## config.mk

```make
export PLATFORM = sky130hd
export DESIGN_NAME = pwm_deadtime
export DESIGN_NICKNAME = d
export VERILOG_FILES = /design/src/rtl/pwm_pkg.sv /design/src/rtl/pwm_deadtime_dt_counter.sv /design/src/rtl/pwm_deadtime.sv
export SDC_FILE = /design/constraint.sdc
export NUM_CORES = 1
export LEC_CHECK = 0
export CAP_MARGIN = 20
export CORE_UTILIZATION = 40
export DETAILED_ROUTE_END_ITERATION = 10
export HOLD_SLACK_MARGIN = 0.03
export PLACE_DENSITY = 0.78
export SLEW_MARGIN = 20
export SYNTH_ARGS = -nofsm -noshare
export SYNTH_HDL_FRONTEND = slang
export SYNTH_SLANG_ARGS = --single-unit
```

## constraint.sdc

```tcl
create_clock -name clk -period 1.75 [get_ports clk]
set_input_delay 0.35 -clock clk [delete_from_list [all_inputs] [get_ports clk]]
set_output_delay 0.35 -clock clk [all_outputs]
set_load 0.005 [all_outputs]
```

## src/rtl/pwm_pkg.sv

```systemverilog
// Shared types and defaults for the dead-time gate driver.
// State encoding and the default dead-time counter width.
package pwm_pkg;

  localparam int DT_W_DEF = 8;

  typedef enum logic [2:0] {
    ST_IDLE  = 3'd0,
    ST_HI    = 3'd1,
    ST_LO    = 3'd2,
    ST_DT    = 3'd3,
    ST_FAULT = 3'd4
  } state_t;

endpackage

```

## src/rtl/pwm_deadtime_dt_counter.sv

```systemverilog
// Dead-time down-counter: loaded on interval entry,
// reports expiry on the last cycle of the interval.
module dt_counter
  import pwm_pkg::*;
#(
  parameter int W = DT_W_DEF
) (
  input  logic         clk,
  input  logic         rst_n,
  input  logic         clr,
  input  logic         load,
  input  logic [W-1:0] load_val,
  output logic         expire
);

  logic [W-1:0] cnt;

  always_ff @(posedge clk or negedge rst_n) begin
    if (!rst_n) begin
      cnt <= '0;
    end else if (clr) begin
      cnt <= '0;
    end else if (load) begin
      cnt <= load_val;
    end else if (cnt != '0) begin
      cnt <= cnt - W'(1);
    end
  end

  assign expire = (cnt == W'(1));

endmodule

```

## src/rtl/pwm_deadtime.sv

```systemverilog
// Half-bridge gate driver with dead-time insertion and sticky fault.
// Optional brake input when PWM_DT_BRAKE_EN is defined.
module pwm_deadtime
  import pwm_pkg::*;
#(
  parameter int DT_W = DT_W_DEF
) (
  input  logic            clk,
  input  logic            reset,
  input  logic            pwm_in,
  input  logic            enable,
  input  logic [DT_W-1:0] dead_time,
  input  logic            fault,
  input  logic            fault_clr,
`ifdef PWM_DT_BRAKE_EN
  input  logic            brake,
`endif
  output logic            out_hi,
  output logic            out_lo,
  output logic            fault_latched,
  output logic            in_dt
);

  state_t st, nxt;
  logic   expire;
  logic   hi_d, lo_d, fl_d, dt_d;
  logic   cnt_load, cnt_clr;
  logic [DT_W-1:0] dt_eff;

`ifdef PWM_DT_BRAKE_EN
  logic brake_q;

  always_ff @(posedge clk or negedge reset) begin
    if (!reset) begin
      brake_q <= 1'b0;
    end else begin
      brake_q <= brake;
    end
  end
`endif

  always_ff @(posedge clk or negedge reset) begin
    if (!reset) begin
      st            <= ST_IDLE;
      out_hi        <= 1'b0;
      out_lo        <= 1'b0;
      fault_latched <= 1'b0;
      in_dt         <= 1'b0;
    end else begin
      st            <= nxt;
      out_hi        <= hi_d;
      out_lo        <= lo_d;
      fault_latched <= fl_d;
      in_dt         <= dt_d;
    end
  end

  always_comb begin
    nxt = st;
    if (fault) begin
      nxt = ST_FAULT;
    end else if (st == ST_FAULT) begin
      if (fault_clr) nxt = ST_IDLE;
    end else if (!enable) begin
      nxt = ST_IDLE;
    end else begin
      unique case (st)
        ST_IDLE: nxt = ST_DT;
`ifdef PWM_DT_BRAKE_EN
        ST_HI: if (!pwm_in || brake) nxt = ST_DT;
        ST_LO: if (!brake && (pwm_in || brake_q))
                 nxt = ST_DT;
        ST_DT: if (expire)
                 nxt = (pwm_in && !brake) ? ST_HI : ST_LO;
`else
        ST_HI: if (!pwm_in) nxt = ST_DT;
        ST_LO: if (pwm_in) nxt = ST_DT;
        ST_DT: if (expire)
                 nxt = pwm_in ? ST_HI : ST_LO;
`endif
        default: nxt = ST_IDLE;
      endcase
    end
  end

  // Outputs are registered from the next state so they track st exactly.
  always_comb begin
    hi_d = (nxt == ST_HI);
    lo_d = (nxt == ST_LO);
    fl_d = (nxt == ST_FAULT);
    dt_d = (nxt == ST_DT);
  end

  assign dt_eff   = (dead_time == '0) ? DT_W'(1) : dead_time;
  assign cnt_load = (nxt == ST_DT) && (st != ST_DT);
  assign cnt_clr  = (nxt != ST_DT);

  dt_counter #(
    .W (DT_W)
  ) u_cnt (
    .clk      (clk),
    .rst_n    (reset),
    .clr      (cnt_clr),
    .load     (cnt_load),
    .load_val (dt_eff),
    .expire   (expire)
  );

endmodule

```

Word-level counts from Yosys, hierarchy flattened
Cells that the tools add are included.
{"block": "word_totals", "regBits": 15, "out_inout_bits": 4, "wordCells": 36}
{"block": "classes", "add_sub_neg": 1, "n_eq_ne": 11, "n_mux": 13, "n_reduce_logical": 5}
{"operator": "8-bit 2-to-1 mux", "n": 4}
{"operator": "3-bit 2-to-1 mux", "n": 7}
{"operator": "3-bit by 2-bit equality test with 1-bit output (second input constant)", "n": 4}
{"operator": "3-bit one-hot mux with 4 select lines", "n": 1}
{"operator": "8-bit by 1-bit equality test with 1-bit output (second input constant)", "n": 1}
{"operator": "8-bit zero test", "n": 1}
{"operator": "8-bit nonzero test", "n": 1}
{"operator": "8-bit by 1-bit subtractor with 8-bit output (second input constant)", "n": 1}
{"operator": "3-bit by 1-bit equality test with 1-bit output (second input constant)", "n": 2}
{"operator": "3-bit equality test (second input constant)", "n": 2}
{"operator": "3-bit by 2-bit inequality test with 1-bit output (second input constant)", "n": 2}
{"operator": "3-bit zero test", "n": 1}
{"operator": "3-bit nonzero test", "n": 1}
{"operator": "2-bit 2-to-1 mux", "n": 1}
{"operator": "1-bit logical AND", "n": 1}

Longest topological paths before layout
Gate-level depths: netlist of run 1.
{"block": "depth", "depth_word": 10, "depth_mapped": 6, "mapped_depth_nobuf": 6}

Cells and area by module
Synthesis of run 1 repeated with hierarchy kept, for this count alone.
{"block": "hier_totals", "cells_unflattened": 97, "hier_area_um2": 969.7}
{"module": "dt_counter", "instances": 1, "cells_each": 62, "area_each_um2": 603.1, "seq_area_each_um2": 200.2}
{"module": "pwm_deadtime", "instances": 1, "cells_each": 35, "area_each_um2": 366.6, "seq_area_each_um2": 175.2}

Least setup slack after synthesis of run 1
No wires, ideal clock.
{"block": "synth_path", "kind": "register -> register", "startpoint": "reg u_cnt.cnt[0]", "endpoint": "reg u_cnt.cnt[1]", "arrival_time_ns": 1.649, "setup_slack_ns": 0.012, "path_stages_with_launch": 7, "path_buffers": 0, "period_less_slack_ns": 1.738, "cell_sequence": "dfrtp_1 > inv_1 > ha_1 > nor3b_1 > nand2_1 > o311ai_0 > nor3b_1"}
{"block": "synth_via", "elab_chain_cells": 10, "elab_cells_between_ends": 15, "classes_between": "add/sub: 1; eq/ne: 3; mux: 8; reduce/logical: 3"}
{"item": "start: declaration", "line": "pwm_deadtime_dt_counter.sv:16", "rtl": "logic [W-1:0] cnt;"}
{"item": "start signal: assignment", "line": "pwm_deadtime_dt_counter.sv:24", "rtl": "cnt <= load_val;"}
{"item": "start signal: assignment", "line": "pwm_deadtime_dt_counter.sv:26", "rtl": "cnt <= cnt - W'(1);"}
{"item": "8-bit by 1-bit equality test with 1-bit output", "line": "pwm_deadtime_dt_counter.sv:30", "rtl": "assign expire = (cnt == W'(1));"}
{"item": "3-bit 2-to-1 mux", "line": "pwm_deadtime.sv:78", "rtl": "ST_DT: if (expire)"}
{"item": "3-bit one-hot mux with 4 select lines", "line": "pwm_deadtime.sv:67", "rtl": "unique case (st)"}
{"item": "3-bit 2-to-1 mux", "line": "pwm_deadtime.sv:64", "rtl": "end else if (!enable) begin"}
{"item": "3-bit 2-to-1 mux", "line": "pwm_deadtime.sv:62", "rtl": "end else if (st == ST_FAULT) begin"}
{"item": "3-bit 2-to-1 mux", "line": "pwm_deadtime.sv:60", "rtl": "if (fault) begin"}
{"item": "3-bit by 2-bit equality test with 1-bit output", "line": "pwm_deadtime.sv:95", "rtl": "assign cnt_load = (nxt == ST_DT) && (st != ST_DT);"}
{"item": "1-bit logical AND", "line": "pwm_deadtime.sv:95"}
{"item": "8-bit 2-to-1 mux", "line": "pwm_deadtime_dt_counter.sv:23", "rtl": "end else if (load) begin"}
{"item": "8-bit 2-to-1 mux", "line": "pwm_deadtime_dt_counter.sv:21", "rtl": "end else if (clr) begin"}
Several ways; a longest one is shown, not always the timed one. The select of a mux whose other input is x is not followed.
A chain may end at the register's enable or synchronous reset.

Final worst setup path of run 1
{"block": "layout_path", "startpoint": "reg u_cnt.cnt[5]", "endpoint": "reg u_cnt.cnt[7]"}
The elaborated chain is that of the path after synthesis.

==> results.md, run 1 <==
* Status: finished with violations
* Hold Path Class: in2async
* Synth Net Count at 106
* Final nets at ~150
* Post-DP HPWL at between 1500 and 2000 um
* Clock transition at path regs at about 0.08 ns
* Ports at 18
* Clock Skew at just over 0.001 ns
* Antenna-violating nets left at 0
* Syn. warnings at 0
* Fin crit share at 101%
* Crit. End Element: flip-flop
* Failing checks: negative setup slack
* Final Non-Filler Cells at around 160
* All-Layer GR Usage at between 10% and 20%
* Post-placement setup slack at -0.170 ns
* Routed wire length at approximately 2200 um
* Fraction of layout instances using a drive strength above 1 at a little under a third
* Startpoint type of the worst setup path: flip-flop
* Placer Congestion at approximately 0.88
* Yosys top cell area share at between 40% and 50%
* Area of placed instances at roughly 1200 um2
* WL/cell at roughly 14 um
* CTS Root Cell: clkbuf_4
* Die area at 2380 um2
* Vias at 843
* Final Max Tran Viols at 0
* Crit path DAT at between 1.5 and 2 ns
* Number of synthesized flops with an enable pin at 0
* Pin count of the biggest net entering global routing at 16
* Number of diodes at 0
* GRT overflow at 0
* WS Path Type: reg2reg
* First-pass GRT wire length at around 3500 um
* Net Sw Frac at 25.7%
* Iteration-0 DRC Markers at 28
* Seq pwr share at between 50% and 60%
* Area leader, netlist: dfrtp_1
* Starting Density at 43.8%
* Chip width at slightly below 50 um
* PortBufs at 17
* Cell Pwr Density at roughly 560 nW/um2
* Area Overhead vs Synth at 48.0%
* Die H at a little under 50 um
* Worst skew pair latency at approximately 0.28 ns
* Max Fclk at about 570 MHz
* Max VDD drop at roughly 0.47 mV
* Syn avg cell area at about 9.7 um2
* Slew @ Worst Pin at 0.324 ns
* Synth Instances at 90
* Post-synth top flop: dfrtp_1
* Initial antenna violation count at 0
* CTS tree: yes
* Async set or reset register ratio after synthesis at 100%
* Synth Register Bits at 15
* # placed instances at 150
* Yosys cell types at 38
* Core ar. at between 2000 and 2500 um2
* CTS buffer count at 3
* Mapped cell area at 876 um2
* Sequential share of the synthesized area at around 43%
* Clock power share at a little over a quarter
* Combinational power share at a little under a quarter
* Crit-path max FO at 3
* # DRC at 0
* Internal power at between 0.5 and 0.6 mW
* Fin worst setup slack at -0.0156 ns
* Relative slew slack at 78.3%
* H-tree levels at 1
* Top post-synthesis cells by count: 15 x dfrtp_1, 8 x nand2_1, 7 x nor2_1, 7 x nor3_1, 5 x a211oi_1
* First-pass iteration count of the detailed router at 4
* Worst EP required at slightly below 2 ns
* Net Switching at 0.187 mW
* Max-Cap Viols at 0
* Leakage power at 0.561 nW
* Final core utilization at 64.8%
* Fin area at 1300 um2
* Clock sink count at 15
* Min Tclk post-route at 1.77 ns
* Final hold vios at 0
* RSZ-0062 raised after global routing: yes
* Vias in the first global route at about 800
* # setup viols final at 1
* Dominant cells by area after synthesis: dfrtp_1 43%, nor4_4 4.9%, a211oi_1 4.3%
* # rows at 16
* Most common cell in the netlist: dfrtp_1
* Drt via density at about 5.4
* Hold Slack at between 0.3 and 0.4 ns
* Clock tree buffer depth at 2
[worst paths after layout]
kind                                   start      endpoint  slack, ns  depth (start not counted)
worst max-delay path            u_cnt.cnt[5]  u_cnt.cnt[7]      -0.02                          4
worst min-delay path                   reset  u_cnt.cnt[4]       0.38                          2
worst max register to register  u_cnt.cnt[5]  u_cnt.cnt[7]      -0.02                          4
worst min register to register         st[2]         st[1]       0.64                          3
max in group asynchronous              reset  u_cnt.cnt[2]       1.20                          2
min in group clk                       st[2]         st[1]       0.64                          3
[registers in the layout (all words and copies together) (netlist names)]
| register | flops |
|---|---|
| out_hi | 1 |
| in_dt | 1 |
| u_cnt.cnt | 8 |
| fault_latched | 1 |
| out_lo | 1 |
| st | 3 |
[cell usage in the layout, fill, tap and decap left out, types with 2 or more instances in the layout]
master	netlist	layout
nor3_1	7	5
a21oi_1	2	2
inv_1	4	4
buf_4	0	20
o31ai_1	2	2
nor4_4	2	2
nor2_1	7	7
clkbuf_4	0	3
nor3_2	0	2
nand2_1	8	8
dfrtp_1	15	15
o21a_1	2	2
clkdlybuf4s50_1	0	17
nor4b_1	2	2
nor4_1	2	2
nor3b_1	3	2
or2_2	2	2
nand3_1	2	2
a211oi_1	5	5
[power groups by stage]
| stage | logic (mW) | clock network (mW) | registers, mW |
|---|---|---|---|
| after CTS | 0.154 | 0.200 | 0.366 |
| after detailed placement | 0.152 | 0 | 0.373 |
| after global routing | 0.183 | 0.219 | 0.368 |
| after floorplan | 0.0643 | 0 | 0.373 |
| after global placement | 0.149 | 0 | 0.373 |
| final | 0.169 | 0.193 | 0.366 |
[area by class of cell]
cell class,count,area (um2)
Timing Repair Buffer,38,332
Clock buffer,4,26.3
Sequential cell,15,375
Multi-Input combinational cell,68,514
Inverter,4,15.0
Fill cell,168,706
Tap cell,27,33.8
[metrics by stage]
stage / setup TNS, ns / total power [mW]
3_3_place_gp: -0.00123 / 0.521
2_1_floorplan: 0 / 0.438
4_1_cts: 0 / 0.720
6_report: -0.0156 / 0.728
5_1_grt: -0.0424 / 0.770
3_5_place_dp: -0.393 / 0.525
[what timing repair did]
item,in CTS,in global routing
gates resized for setup,2,8
hold buffers,0,0
pin swaps,0,1
gates cloned,0,0
buffers inserted,0,2
endpoints found under the setup margin,6,11
[cells by family after synthesis]
| kind of cell | count (synthesis) | synth area share [%] |
|---|---|---|
| fa+ha+maj | 2 | 2.86 |
| flops | 15 | 42.9 |
| xor+xnor | 1 | 1.00 |
| simple gates | 45 | 33.3 |
| compound gates | 20 | 16.7 |
| buf+inv | 7 | 3.28 |
[per-layer routing]
metal	up-vias	wire length, um	GRT usage, %
li1	414	-	-
met1	397	955	25.0
met2	30	1100	30.6
met3	2	135	6.85
met4	0	10	2.45
met5	-	0	0
[critical path: stages, from the launching register on]
cell and delay [ns]:
dfrtp_1 0.44, or3_4 0.41, or4_1 0.51, and3_4 0.19, nor4_4 0.13
Power figures use the tool's default switching activity.
==> run 2, diff against run 1 <==
Settings changed: PLACE_DENSITY 0.78 to 0.75, SYNTH_HIERARCHICAL set to 1.
Clock period 1.75 ns to 2.2 ns, I/O delays scaled along.
==> run 2 against run 1 <==
Against the previous run:
- the flow now finishes without violations
- first-iteration DRC count is 3.6% lower
- clock skew hardly changed
- non-clock buffer count is 7 lower
- register-to-register slack better by 0.12 ns
- clock power is 17% lower
- routed wire length is 1.5% higher
- highest routed layer unchanged
==> results.md, run 2 <==
* Status: completed
* Area Overhead vs Synth at 30.8%
* Worst R2R Setup Slack at approximately 0.10 ns
* Fin worst setup slack at around 0.10 ns
* CTS Root Cell: clkbuf_4
* Yosys top cell area share at 38.7%
* Min Tclk post-route at approximately 2.1 ns
* Drt via density at 5.94
* Async set or reset register ratio after synthesis at between 90% and 100%
* Post-synth top flop: dfrtp_1
* All-Layer GR Usage at about 19%
* First-pass iteration count of the detailed router at 4
* Ports at 18
* Mapped cell area at about 970 um2
* H-tree levels at 1
* Fin area at roughly 1300 um2
* Most common cell after layout, fill and taps aside: clkdlybuf4s50_1
* Area of placed instances at roughly 1200 um2
* Hold Path Class: in2async
* RR Startpoint: u_cnt/cnt[5]
* Number of diodes at 0
* Max FFs per register at 8
* Slew @ Worst Pin at approximately 0.66 ns
* Core ar. at around 2300 um2
* # setup viols final at 0
* Crit. End Element: flip-flop
* Startpoint type of the worst setup path: flip-flop
* Placer Congestion at approximately 0.85
* Most common cell in the netlist: dfrtp_1
* Seq. cell area at around 380 um2
* Regs by FF count: u_cnt/cnt x8, st x3
* Biggest register: u_cnt/cnt
* Final nets at 140
* Max incr delay on CP at approximately 0.57 ns
* Vias in the first global route at around 800
* CTS buffer count at 3
* Multi-input logic area at around 540 um2
* Vias at 891
* Fin crit share at between 90% and 100%
* GRT overflow at 0
* Dominant cells by area after synthesis: dfrtp_1 39%, ha_1 3.9%, clkbuf_1 3.1%
* Syn avg cell area at between 9 and 10 um2
* Sequential share of the synthesized area at between 30% and 40%
* Pin count of the biggest net entering global routing at 16
* Relative slew slack at between 50% and 60%
* Max Fclk at about 480 MHz
* Max VDD drop at ~0.23 mV
* Routed wire length at 2230 um
* Clock Skew at ~0.0015 ns
* Die H at 51.2 um
* Slowest CP cell: or4_4
* Crit path DAT at 2.27 ns
* Post-DP HPWL at 1680 um
* Max-Cap Viols at 0
* CTS tree: yes
* Crit-path max FO at 5
* Chip width at a little over 50 um
* Initial antenna violation count at 0
* Synth Register Bits at 15
* Reg2Reg Depth at 6
* Final hold vios at 0
* PortBufs at 17
* Worst skew pair latency at between 0.2 and 0.3 ns
* Area leader, netlist: dfrtp_1
* Clock transition at path regs at approximately 0.090 ns
* First-pass GRT wire length at between 3000 and 4000 um
* Antenna-violating nets left at 0
* # DRC at 0
* Hold Slack at about 0.55 ns
* WS Path Type: reg2reg
* Synth Instances at slightly below 100
* Tot Pwr at ~0.58 mW
* Top post-synthesis cells by count: 15 x dfrtp_1, 8 x clkbuf_1, 5 x inv_1
* Number of synthesized flops with an enable pin at 0
* RR Endpoint: u_cnt/cnt[1]
* CP Cell Sequence: or4_4 -> nor4b_4 -> nand3b_1 -> a21o_1 -> nor3_1 -> a221o_1
* Final Max Tran Viols at 0
* Clock tree buffer depth at 2
* Starting Density at approximately 43%
* Post-placement setup slack at -0.0303 ns
* Die area at around 2600 um2
* Worst EP required at 2.38 ns
* # rows at 17
* WL/cell at 14.9 um
* Syn. warnings at 6
* Synth Net Count at around 110
* Cell Pwr Density at around 460 nW/um2
* Iteration-0 DRC Markers at 27
* Most frequent cells in the layout: 17 x clkdlybuf4s50_1, 15 x dfrtp_1, 14 x buf_4
* Yosys cell types at 41
* Clock sink count at 15
* Fraction of layout instances using a drive strength above 1 at 24.6%
* Fill cells at 220
* Leakage power at around 0.58 nW
-- run 2: cell type report --
cell class                 count  area share [%]
inverter                       5            1.48
multi-input combinational     67            42.4
sequential                    15            29.6
clock buffer                   4            2.07
timing repair buffer          31            21.7
tap                           28            2.76
-- run 2: cells by family (layout without fill, tap and decap cells) --
logic type	after synthesis	in the layout	share of synthesized area [%]
flops	15	15	38.7
fa+ha+maj	3	3	3.87
buf+inv	15	40	6.71
mux	3	3	3.23
simple gates	40	40	30.6
compound gates	18	18	14.2
xor+xnor	3	3	2.71
-- run 2: layer usage --
layer / vias up / routed length [um] / global-route usage (%)
met5: - / 0 / 0
met4: 0 / 66 / 12.2
met3: 7 / 141 / 2.98
met2: 44 / 1110 / 31.4
met1: 435 / 909 / 24.0
li1: 405 / - / -
-- run 2: worst max path at each step --
stage                             from      endpoint  slack, ns  depth (start not counted)
after floorplan           u_cnt/cnt[3]  u_cnt/cnt[1]       0.11                          6
after global placement          enable  u_cnt/cnt[1]       0.03                          6
after detailed placement        enable  u_cnt/cnt[7]      -0.03                          7
after CTS                 u_cnt/cnt[3]  u_cnt/cnt[1]       0.03                          7
after global routing      u_cnt/cnt[5]  u_cnt/cnt[1]    -0.0003                          6
final                     u_cnt/cnt[5]  u_cnt/cnt[1]       0.10                          6
-- run 2: through the flow --
stage	cells	util, %	TNS, ns
6_report	150	56.3	0
5_1_grt	150	56.3	-0.000294
4_1_cts	149	55.5	0
3_5_place_dp	145	54.4	-0.0303
3_3_place_gp	145	54.4	0
2_1_floorplan	97	-	0
-- run 2: critical path: cells and delay by family (launching register included) --
family | cells | cell delay [ns]
simple gates | 4 | 1.05
compound gates | 2 | 0.56
flops | 1 | 0.39
-- run 2: repair_timing --
action,CTS,global route
setup buffers,0,2
hold buffers,0,0
endpoints found under the setup margin,0,1
resized for setup,0,1
-- run 2: report_power, final --
group	internal, mW	switching (mW)
clock network	0.0706	0.0906
logic	0.0715	0.0595
registers	0.284	0.00687
total	0.426	0.157
